## config.mk

```make
export PLATFORM = sky130hd
export DESIGN_NAME = mem_port_arbiter
export DESIGN_NICKNAME = d
export VERILOG_FILES = /design/src/rtl/mem_port_arbiter_pkg.sv /design/src/rtl/mem_lane_align.sv /design/src/rtl/mem_port_arbiter.sv
export SDC_FILE = /design/constraint.sdc
export NUM_CORES = 1
export LEC_CHECK = 0
export ABC_AREA = 1
export ABC_CLOCK_PERIOD_IN_PS = 1700
export BUFFER_PORTS_ARGS = -buffer_cell sky130_fd_sc_hd__buf_4
export CAP_MARGIN = 20
export CORE_AREA = 2 2 144 146
export DETAILED_ROUTE_END_ITERATION = 7
export DIE_AREA = 0 0 146 148
export PLACE_DENSITY = 0.75
export SYNTH_ARGS = -nofsm -noshare
export SYNTH_HDL_FRONTEND = slang
export SYNTH_SLANG_ARGS = --single-unit
```

## constraint.sdc

```tcl
create_clock -name clk -period 1.7 [get_ports clk]
set_input_delay 0.34 -clock clk [delete_from_list [all_inputs] [get_ports clk]]
set_output_delay 0.34 -clock clk [all_outputs]
set_load 0.005 [all_outputs]
```

## src/rtl/mem_port_arbiter_pkg.sv

```systemverilog
// Shared types for the IF/MEM unified bus arbiter: mask encoding, FSM states, grant owner.
package mem_port_arbiter_pkg;

    typedef enum logic [1:0] {
        MASK_BYTE = 2'b00,
        MASK_HALF = 2'b01,
        MASK_WORD = 2'b10
    } mask_e;

    typedef enum logic [1:0] {
        IDLE,
        IF_BUSY,
        MEM_BUSY,
        RESP
    } state_e;

    typedef enum logic {
        GRANT_IF  = 1'b0,
        GRANT_MEM = 1'b1
    } grant_e;

    // Mask 11 behaves as a word access.
    function automatic logic is_misaligned(input logic [1:0] mask, input logic [1:0] lo);
        case (mask)
            MASK_BYTE: return 1'b0;
            MASK_HALF: return lo[0];
            default:   return lo != 2'b00;
        endcase
    endfunction

endpackage

```

## src/rtl/mem_lane_align.sv

```systemverilog
// Combinational lane handling: store strobes/data replication and load lane extract/extend.
module mem_lane_align
    import mem_port_arbiter_pkg::*;
(
    input  logic [1:0]  mask,
    input  logic [1:0]  addr_lo,
    input  logic        sign_extend,
    input  logic [31:0] wdata,
    output logic [3:0]  wstrb,
    output logic [31:0] wdata_lanes,
    input  logic [31:0] rdata_bus,
    output logic [31:0] rdata
);

    logic [7:0]  lane_b;
    logic [15:0] lane_h;

    assign lane_b = rdata_bus[{addr_lo, 3'b000} +: 8];
    assign lane_h = addr_lo[1] ? rdata_bus[31:16] : rdata_bus[15:0];

    always_comb begin
        wstrb       = 4'b1111;
        wdata_lanes = wdata;
        rdata       = rdata_bus;
        case (mask)
            MASK_BYTE: begin
                wstrb       = 4'b0001 << addr_lo;
                wdata_lanes = {4{wdata[7:0]}};
                rdata       = {{24{sign_extend & lane_b[7]}}, lane_b};
            end
            MASK_HALF: begin
                wstrb       = addr_lo[1] ? 4'b1100 : 4'b0011;
                wdata_lanes = {2{wdata[15:0]}};
                rdata       = {{16{sign_extend & lane_h[15]}}, lane_h};
            end
            default: ;
        endcase
    end

endmodule

```

## src/rtl/mem_port_arbiter.sv

```systemverilog
// Unified memory bus arbiter between instruction fetch and the MEM load/store path.
// Optional MEM_ARB_MISALIGN_CHECK_EN rejects misaligned half/word accesses with bus_error.
module mem_port_arbiter
    import mem_port_arbiter_pkg::*;
#(
    parameter int unsigned TIMEOUT_CYCLES = 255
) (
    input  logic        clk,
    input  logic        rstn,
    input  logic        if_req,
    input  logic [31:0] if_addr,
    output logic [31:0] if_rdata,
    output logic        if_done,
    input  logic        mem_read,
    input  logic        mem_write,
    input  logic [31:0] mem_addr,
    input  logic [31:0] mem_wdata,
    input  logic [1:0]  mem_mask,
    input  logic        mem_sign_extend,
    output logic [31:0] mem_rdata,
    output logic        mem_done,
    output logic        stall_if,
    output logic        stall_mem,
    output logic        bus_valid,
    output logic        bus_we,
    output logic [31:0] bus_addr,
    output logic [3:0]  bus_wstrb,
    output logic [31:0] bus_wdata,
    input  logic        bus_ready,
    input  logic [31:0] bus_rdata,
    output logic        bus_error
);

    localparam logic [31:0] TO_LAST = 32'(TIMEOUT_CYCLES) - 32'd1;

    state_e      state;
    grant_e      last_grant;
    logic [31:0] wait_cnt;
    logic [1:0]  r_mask, r_lo;
    logic        r_sign;

    logic        mem_pend, mem_wins, misalign, timeout_hit;
    logic [1:0]  a_mask, a_lo;
    logic        a_sign;
    logic [3:0]  al_wstrb;
    logic [31:0] al_wdata, al_rdata;
    logic        unused_if_lo;

    assign unused_if_lo = ^if_addr[1:0];
    assign mem_pend     = mem_read | mem_write;
    // MEM normally wins; IF gets the bus after a MEM grant so fetch never starves.
    assign mem_wins     = mem_pend & ~((last_grant == GRANT_MEM) & if_req);
    assign timeout_hit  = (TIMEOUT_CYCLES != 0) && (wait_cnt == TO_LAST);
    assign stall_if     = if_req & ~if_done;
    assign stall_mem    = mem_pend & ~mem_done;

`ifdef MEM_ARB_MISALIGN_CHECK_EN
    assign misalign = is_misaligned(mem_mask, mem_addr[1:0]);
`else
    assign misalign = 1'b0;
`endif

    // Live request drives strobes at grant; the latched copy drives load alignment later.
    assign a_mask = (state == IDLE) ? mem_mask        : r_mask;
    assign a_lo   = (state == IDLE) ? mem_addr[1:0]   : r_lo;
    assign a_sign = (state == IDLE) ? mem_sign_extend : r_sign;

    mem_lane_align u_align (
        .mask        (a_mask),
        .addr_lo     (a_lo),
        .sign_extend (a_sign),
        .wdata       (mem_wdata),
        .wstrb       (al_wstrb),
        .wdata_lanes (al_wdata),
        .rdata_bus   (bus_rdata),
        .rdata       (al_rdata)
    );

    always_ff @(posedge clk or negedge rstn) begin
        if (!rstn) begin
            state      <= IDLE;
            last_grant <= GRANT_IF;
            wait_cnt   <= '0;
            r_mask     <= '0;
            r_lo       <= '0;
            r_sign     <= 1'b0;
            if_rdata   <= '0;
            if_done    <= 1'b0;
            mem_rdata  <= '0;
            mem_done   <= 1'b0;
            bus_valid  <= 1'b0;
            bus_we     <= 1'b0;
            bus_addr   <= '0;
            bus_wstrb  <= '0;
            bus_wdata  <= '0;
            bus_error  <= 1'b0;
        end else begin
            if_done   <= 1'b0;
            mem_done  <= 1'b0;
            bus_error <= 1'b0;
            case (state)
                IDLE: begin
                    wait_cnt <= '0;
                    if (mem_wins) begin
                        last_grant <= GRANT_MEM;
                        r_mask     <= mem_mask;
                        r_lo       <= mem_addr[1:0];
                        r_sign     <= mem_sign_extend;
                        if (misalign) begin
                            state     <= RESP;
                            mem_done  <= 1'b1;
                            bus_error <= 1'b1;
                            mem_rdata <= '0;
                        end else begin
                            state     <= MEM_BUSY;
                            bus_valid <= 1'b1;
                            bus_we    <= mem_write;
                            bus_addr  <= {mem_addr[31:2], 2'b00};
                            bus_wstrb <= mem_write ? al_wstrb : 4'b0000;
                            bus_wdata <= mem_write ? al_wdata : 32'h0;
                        end
                    end else if (if_req) begin
                        last_grant <= GRANT_IF;
                        state      <= IF_BUSY;
                        bus_valid  <= 1'b1;
                        bus_we     <= 1'b0;
                        bus_addr   <= {if_addr[31:2], 2'b00};
                        bus_wstrb  <= 4'b0000;
                        bus_wdata  <= 32'h0;
                    end
                end
                IF_BUSY, MEM_BUSY: begin
                    if (bus_ready || timeout_hit) begin
                        bus_valid <= 1'b0;
                        bus_error <= ~bus_ready;
                        state     <= RESP;
                        if (state == IF_BUSY) begin
                            if_done  <= 1'b1;
                            if_rdata <= bus_ready ? bus_rdata : 32'h0;
                        end else begin
                            mem_done  <= 1'b1;
                            mem_rdata <= bus_ready ? al_rdata : 32'h0;
                        end
                    end else begin
                        wait_cnt <= wait_cnt + 32'd1;
                    end
                end
                default: state <= IDLE;
            endcase
        end
    end

endmodule

```

After elaboration in Yosys (flattened, before gate mapping)
Index checks and enable logic that the tools add are counted.
- register bits after elaboration: 177
- input bits: 137
- output and inout bits: 139
- logic and storage cells: 90
- add/sub/neg operators: 1
- equal/unequal tests: 7
- shift-type cells: 2
- mux-type cells: 39
- bitwise gates (word level): 12
- reduce and logical (&&, ||, !) cells: 13
- operators with widths (operator ; number):
    two-way mux 32 bit ; 8
    one-hot mux 32 bit (2 select lines) ; 3
    adder 32 x 1 -> 32 bit (second input constant) ; 1
    == test 32 x 8 -> 1 bit (second input constant) ; 1
    variable part select 32 x 6 -> 8 bit ; 1
    two-way mux 16 bit ; 1
    two-way mux 4 bit ; 4
    two-way mux 1 bit ; 15
    two-way mux 2 bit ; 5
    AND reduction 3 bit ; 3
    one-hot mux 4 bit (2 select lines) ; 1
    AND reduction 2 bit ; 4
    AND 1 bit ; 6
    inverter 1 bit ; 5
    == test 2 x 1 -> 1 bit (second input constant) ; 2
    logical NOT 2 bit ; 2
    != test 2 bit (second input constant) ; 2
    one-hot mux 2 bit (2 select lines) ; 1
    nonzero test 2 bit ; 2
    left shift 1 x 2 -> 4 bit (first input constant) ; 1
    != test 3 bit (second input constant) ; 1
    == test 2 bit (second input constant) ; 1
    one-hot mux 1 bit (2 select lines) ; 1
    OR reduction 2 bit ; 1
    2 further kinds ; 2

Longest topological paths before layout
- word-level depth: 6
- gate-level depth with buffers: 14
- depth with buffers taken out: 12

By module
From an unflattened synthesis, not the netlist that was laid out.
- cells, all modules: 1332
- area, all modules: 9668.0 µm²
- modules (own cells, without submodules) (module ; times used ; cells an instance ; area each (µm²) ; seq. area each (µm²)):
    mem_port_arbiter ; 1 ; 1105 ; 8587.0 ; 4379.2
    mem_lane_align ; 1 ; 227 ; 1081.0 ; 0.0

Least setup slack after synthesis
No wires, ideal clock.
- path type: register to register
- start point: register state[0]
- end point: register mem_rdata[23]
- setup time: 0.117 ns
- arrival time: 1.658 ns
- data required time: 1.583 ns
- path slack: -0.075 ns
- stages on the path, launching flop included: 15
- buffers on the path: 2
- period minus slack after synthesis: 1.775 ns
- cell sequence: dfrtp_1 inv_1 ha_1 buf_6 inv_4 nand2_2 nand2_2 inv_2 nand2_2 inv_4 nand4_4 nand3_4 buf_6 nand2_1 nand2_1
- longest elaborated chain between the ends: 6
- elaborated cells between the ends (all ways): 17
- those cells by class: eq/ne: 3; shift: 1; mux: 6; bitwise: 3; reduce/logical: 4
- ends and longest elaborated chain (item ; RTL line ; source):
    start: declaration ; mem_port_arbiter.sv:36 ; state_e state;
    start signal: assignment ; mem_port_arbiter.sv:81 ; state <= IDLE;
    start signal: assignment ; mem_port_arbiter.sv:110 ; state <= RESP;
    start signal: assignment ; mem_port_arbiter.sv:115 ; state <= MEM_BUSY;
    logical NOT 2 bit ; - ;
    two-way mux 2 bit ; mem_port_arbiter.sv:65 ; assign a_lo = (state == IDLE) ? mem_addr[1:0] : r_lo;
    variable part select 32 x 6 -> 8 bit / two-way mux 16 bit (equally long branches) ; mem_lane_align.sv:18, mem_lane_align.sv:19 ;
    AND 1 bit (on tied branches) ; mem_lane_align.sv:29, mem_lane_align.sv:34 ;
    one-hot mux 32 bit (2 select lines) ; mem_lane_align.sv:25 ; case (mask)
    two-way mux 32 bit ; mem_port_arbiter.sv:142 ; mem_rdata <= bus_ready ? al_rdata : 32'h0;
    end signal: assignment ; mem_port_arbiter.sv:142 ;
    end: declaration ; mem_port_arbiter.sv:20 ; output logic [31:0] mem_rdata,
Parallel ways exist; a longest one is shown, timed or not.
A chain may end at the register's enable or synchronous reset.

Worst setup path in the final report
- start point: register state[0]
- end point: register mem_rdata[12]
- longest elaborated chain between the ends: 6
- elaborated cells between the ends (all ways): 16
- those cells by class: eq/ne: 3; shift: 1; mux: 6; bitwise: 2; reduce/logical: 4
- ends and longest elaborated chain (item ; RTL line ; source):
    logical NOT 2 bit ; - ;
    two-way mux 2 bit ; mem_port_arbiter.sv:65 ;
    variable part select 32 x 6 -> 8 bit ; mem_lane_align.sv:18 ; assign lane_b = rdata_bus[{addr_lo, 3'b000} +: 8];
    AND 1 bit ; mem_lane_align.sv:29 ; rdata = {{24{sign_extend & lane_b[7]}}, lane_b};
    one-hot mux 32 bit (2 select lines) ; mem_lane_align.sv:25 ;
    two-way mux 32 bit ; mem_port_arbiter.sv:142 ;
Parallel ways exist; a longest one is shown, timed or not.

==> results.cfg <==
[outcome]
outcome = complete, but fails checks
violations = DRC, setup timing

[global_route]
grt_pass1_wl_mm = 50.5
first_global_vias = 9514
grt_max_degree = 47
antenna_found_initial = 0
grt_overflow_total = 0
grt_usage_pct = 29.4

[timing]
hold_viol = 0
max_freq_mhz = 514
drv_slew = 0
fin_worst_skew_ns = 0.0120
period_share_pct = 115
setup_viol = 166
fin_ws_ns = -0.247
fin_crit_ns = 1.95
rsz0062_at_grt = yes
setup-tns-final_ns = -18.09

[hold_path]
hold_class = input port to flop
holdPathStages = 3

[worst_setup_path]
cp-end-kind = flop
rr_worst_depth = 13
start_kind = flop
critical_path_class = flop to flop
worstPathArrival_ns = 2.33
crit_required_ns = 2.08
crit_fanout = 8

[placement]
dp_hpwl_mm = 23.0
postPlaceCellArea_um2 = 12300
gp_congestion = 0.920
port_buffers = 271

[yosys]
synth.distinct_cells = 34
ys_ff_latch = 175
synth.avg_cell_area_um2 = 7.37
synth_area_um2 = 9230
yosys.area.top_type = dfrtp_1
synth_compound_area_share_pct = 12.2
netlist.area_leader.share_pct = 47.4
synth.area.top_cells = dfrtp_1, nand2_1, o21ai_0
synth_fa_ha_area_share_pct = 0.678
ys_seq_area_share_pct = 47.4
syn_inst = 1252
synth.mux.area_fraction_pct = 0
synth_ff_type = dfrtp_1
synth-simple-area-share_pct = 32.1
synth_xor_area_share_pct = 0.854
synth_edf_count = 0
async_reset_ff_share_pct = 100
synth_top_family_by_area = simple AND/OR/NAND/NOR gates
yosysWarnings = 0

[final_layout]
syn_to_final_growth_pct = 56.6
fin_nets = 1774
design_area_um2 = 14500
antenna_cells = 0
fin_util_pct = 72.1
final_layout_size_suffix_gt1_share_pct = 41.7

[floorplanning]
rows = 52
die_x_um = 146
start_util_pct = 46.1
io-pin-count = 276
fp.dieH_um = 148
core_area_um2 = 20000
die_area_um2 = 21600

[route]
num_vias = 10373
ant_nets = 0
drt_iter0_markers = 946
routedWlPerCell_um = 18.5
viasPerCell = 5.42
drt_first_pass_iters = 8
drc = 2
routed_wl_mm = 35.4

[clock_tree]
cts-htree-levels = 4
cts_made_buffers = 17
cts_tree = yes
cts_root_buf = clkbuf_16
clkSlewWorstSetupHoldPaths_ns = 0.08
clock_latency_ns = 0.44
clock-sinks = 175
cts_buffer_depth = 2

[power_and_ir_drop]
vdd.ir_drop.worst_mv = 1.16
power_density_nw_per_um2 = 1790
leakage_nw = 7.36
total_power_mw = 25.8

[job]
cap_violations = 0
==> layout make-up <==
type                       count  area, um^2
clock inverter                13         126
sequential                   175        4380
inverter                      77         320
timing repair buffer         412        3640
fill                        1489        5590
timing repair inverter         1        7.51
multi-input combinational    948        5200
tap                          270         338
clock buffer                  19         433
==> layer usage <==
layer | vias up | GRT usage [%] | routed length, um
met1 | 4879 | 37.8 | 13300
li1 | 4747 | - | -
met4 | 0 | 10.3 | 1400
met2 | 628 | 49.4 | 17400
met3 | 119 | 6.54 | 3250
met5 | - | 0 | 0
==> worst max-delay path, cell delays in order (launching register included) <==
cell and delay, ns:
dfrtp_1 0.40, inv_2 0.10, ha_4 0.26, inv_8 0.07, nand2_4 0.07, nand2_4 0.07, nor2_4 0.22, nand2_2 0.11
nand2_4 0.13, clkbuf_16 0.17, nand2_2 0.06, nand3_2 0.08, nand2_1 0.08, nand2_1 0.06
==> metrics by stage <==
step                      cells  hold slack, ns  setup slack [ns]
final                      1915           0.152            -0.247
after global routing       1915           0.151            -0.306
after CTS                  1891           0.130           -0.0633
after detailed placement   1837           0.291            -0.201
after global placement     1837           0.288            -0.133
after floorplan            1253          0.0444           -0.0194
==> synthesized netlist by cell type (11+ instances only) <==
cell type and number:
o21ai_0 129, clkbuf_1 27, buf_6 11, a21oi_1 18, nand2_2 20, nand2_1 462, buf_2 13, inv_1 71
nand3_1 63, o21ai_1 12, dfrtp_1 175, nor2_1 165, o21ai_2 23
==> sequential cells by signal, indices dropped and copies added, names as in the netlist, 2 cells and up <==
name / flops
bus_wstrb: 4
bus_wdata: 32
mem_rdata: 32
bus_addr: 30
r_mask: 2
state: 2
if_rdata: 32
wait_cnt: 32
r_lo: 2
==> cells in the final DEF, fill, tap and decap left out, types with 10 or more instances in the layout <==
master / instances
nand3_2: 11
inv_2: 11
nand2_4: 44
nor2_1: 153
o21ai_2: 36
nand2_1: 351
a21oi_1: 14
inv_1: 58
buf_12: 18
nor2_2: 10
o21ai_0: 91
clkbuf_16: 25
nand2_2: 85
nand3_1: 51
buf_6: 17
buf_4: 361
o21ai_1: 34
dfrtp_1: 174
==> repair_timing <==
item                       4_1_cts  5_1_grt
gates cloned                     8        9
pin swaps                       13       50
gates resized for setup         58      253
hold endpoints to repair        38        0
setup endpoints to repair      167      168
buffers inserted                13       15
hold buffers                     1        0
==> worst paths after layout <==
kind | slack (ns) | end | start
min in group asynchronous | 0.39 | bus_addr[15] | rstn
max in group asynchronous | 0.70 | if_rdata[23] | rstn
worst max register to register | -0.25 | mem_rdata[12] | state[0]
worst max-delay path | -0.25 | mem_rdata[12] | state[0]
worst min register to register | 0.48 | mem_rdata[24] | mem_rdata[24]
worst min-delay path | 0.15 | bus_addr[20] | mem_addr[20]
==> cells by family (layout without fill, tap and decap cells) <==
group / count (synthesis) / count (layout)
fa+ha+maj: 5 / 5
xor+xnor: 9 / 9
flops: 175 / 175
simple gates: 731 / 733
compound gates: 199 / 199
other cells: 1 / 2
buf+inv: 132 / 522
==> power by group <==
part           internal (mW)  leakage, nW  switching, mW
clock                   1.94        0.270           1.88
combinational           7.03         4.82           8.35
sequential              5.60         2.27          0.998
total                   14.6         7.36           11.2
Power figures use the tool's default switching activity.
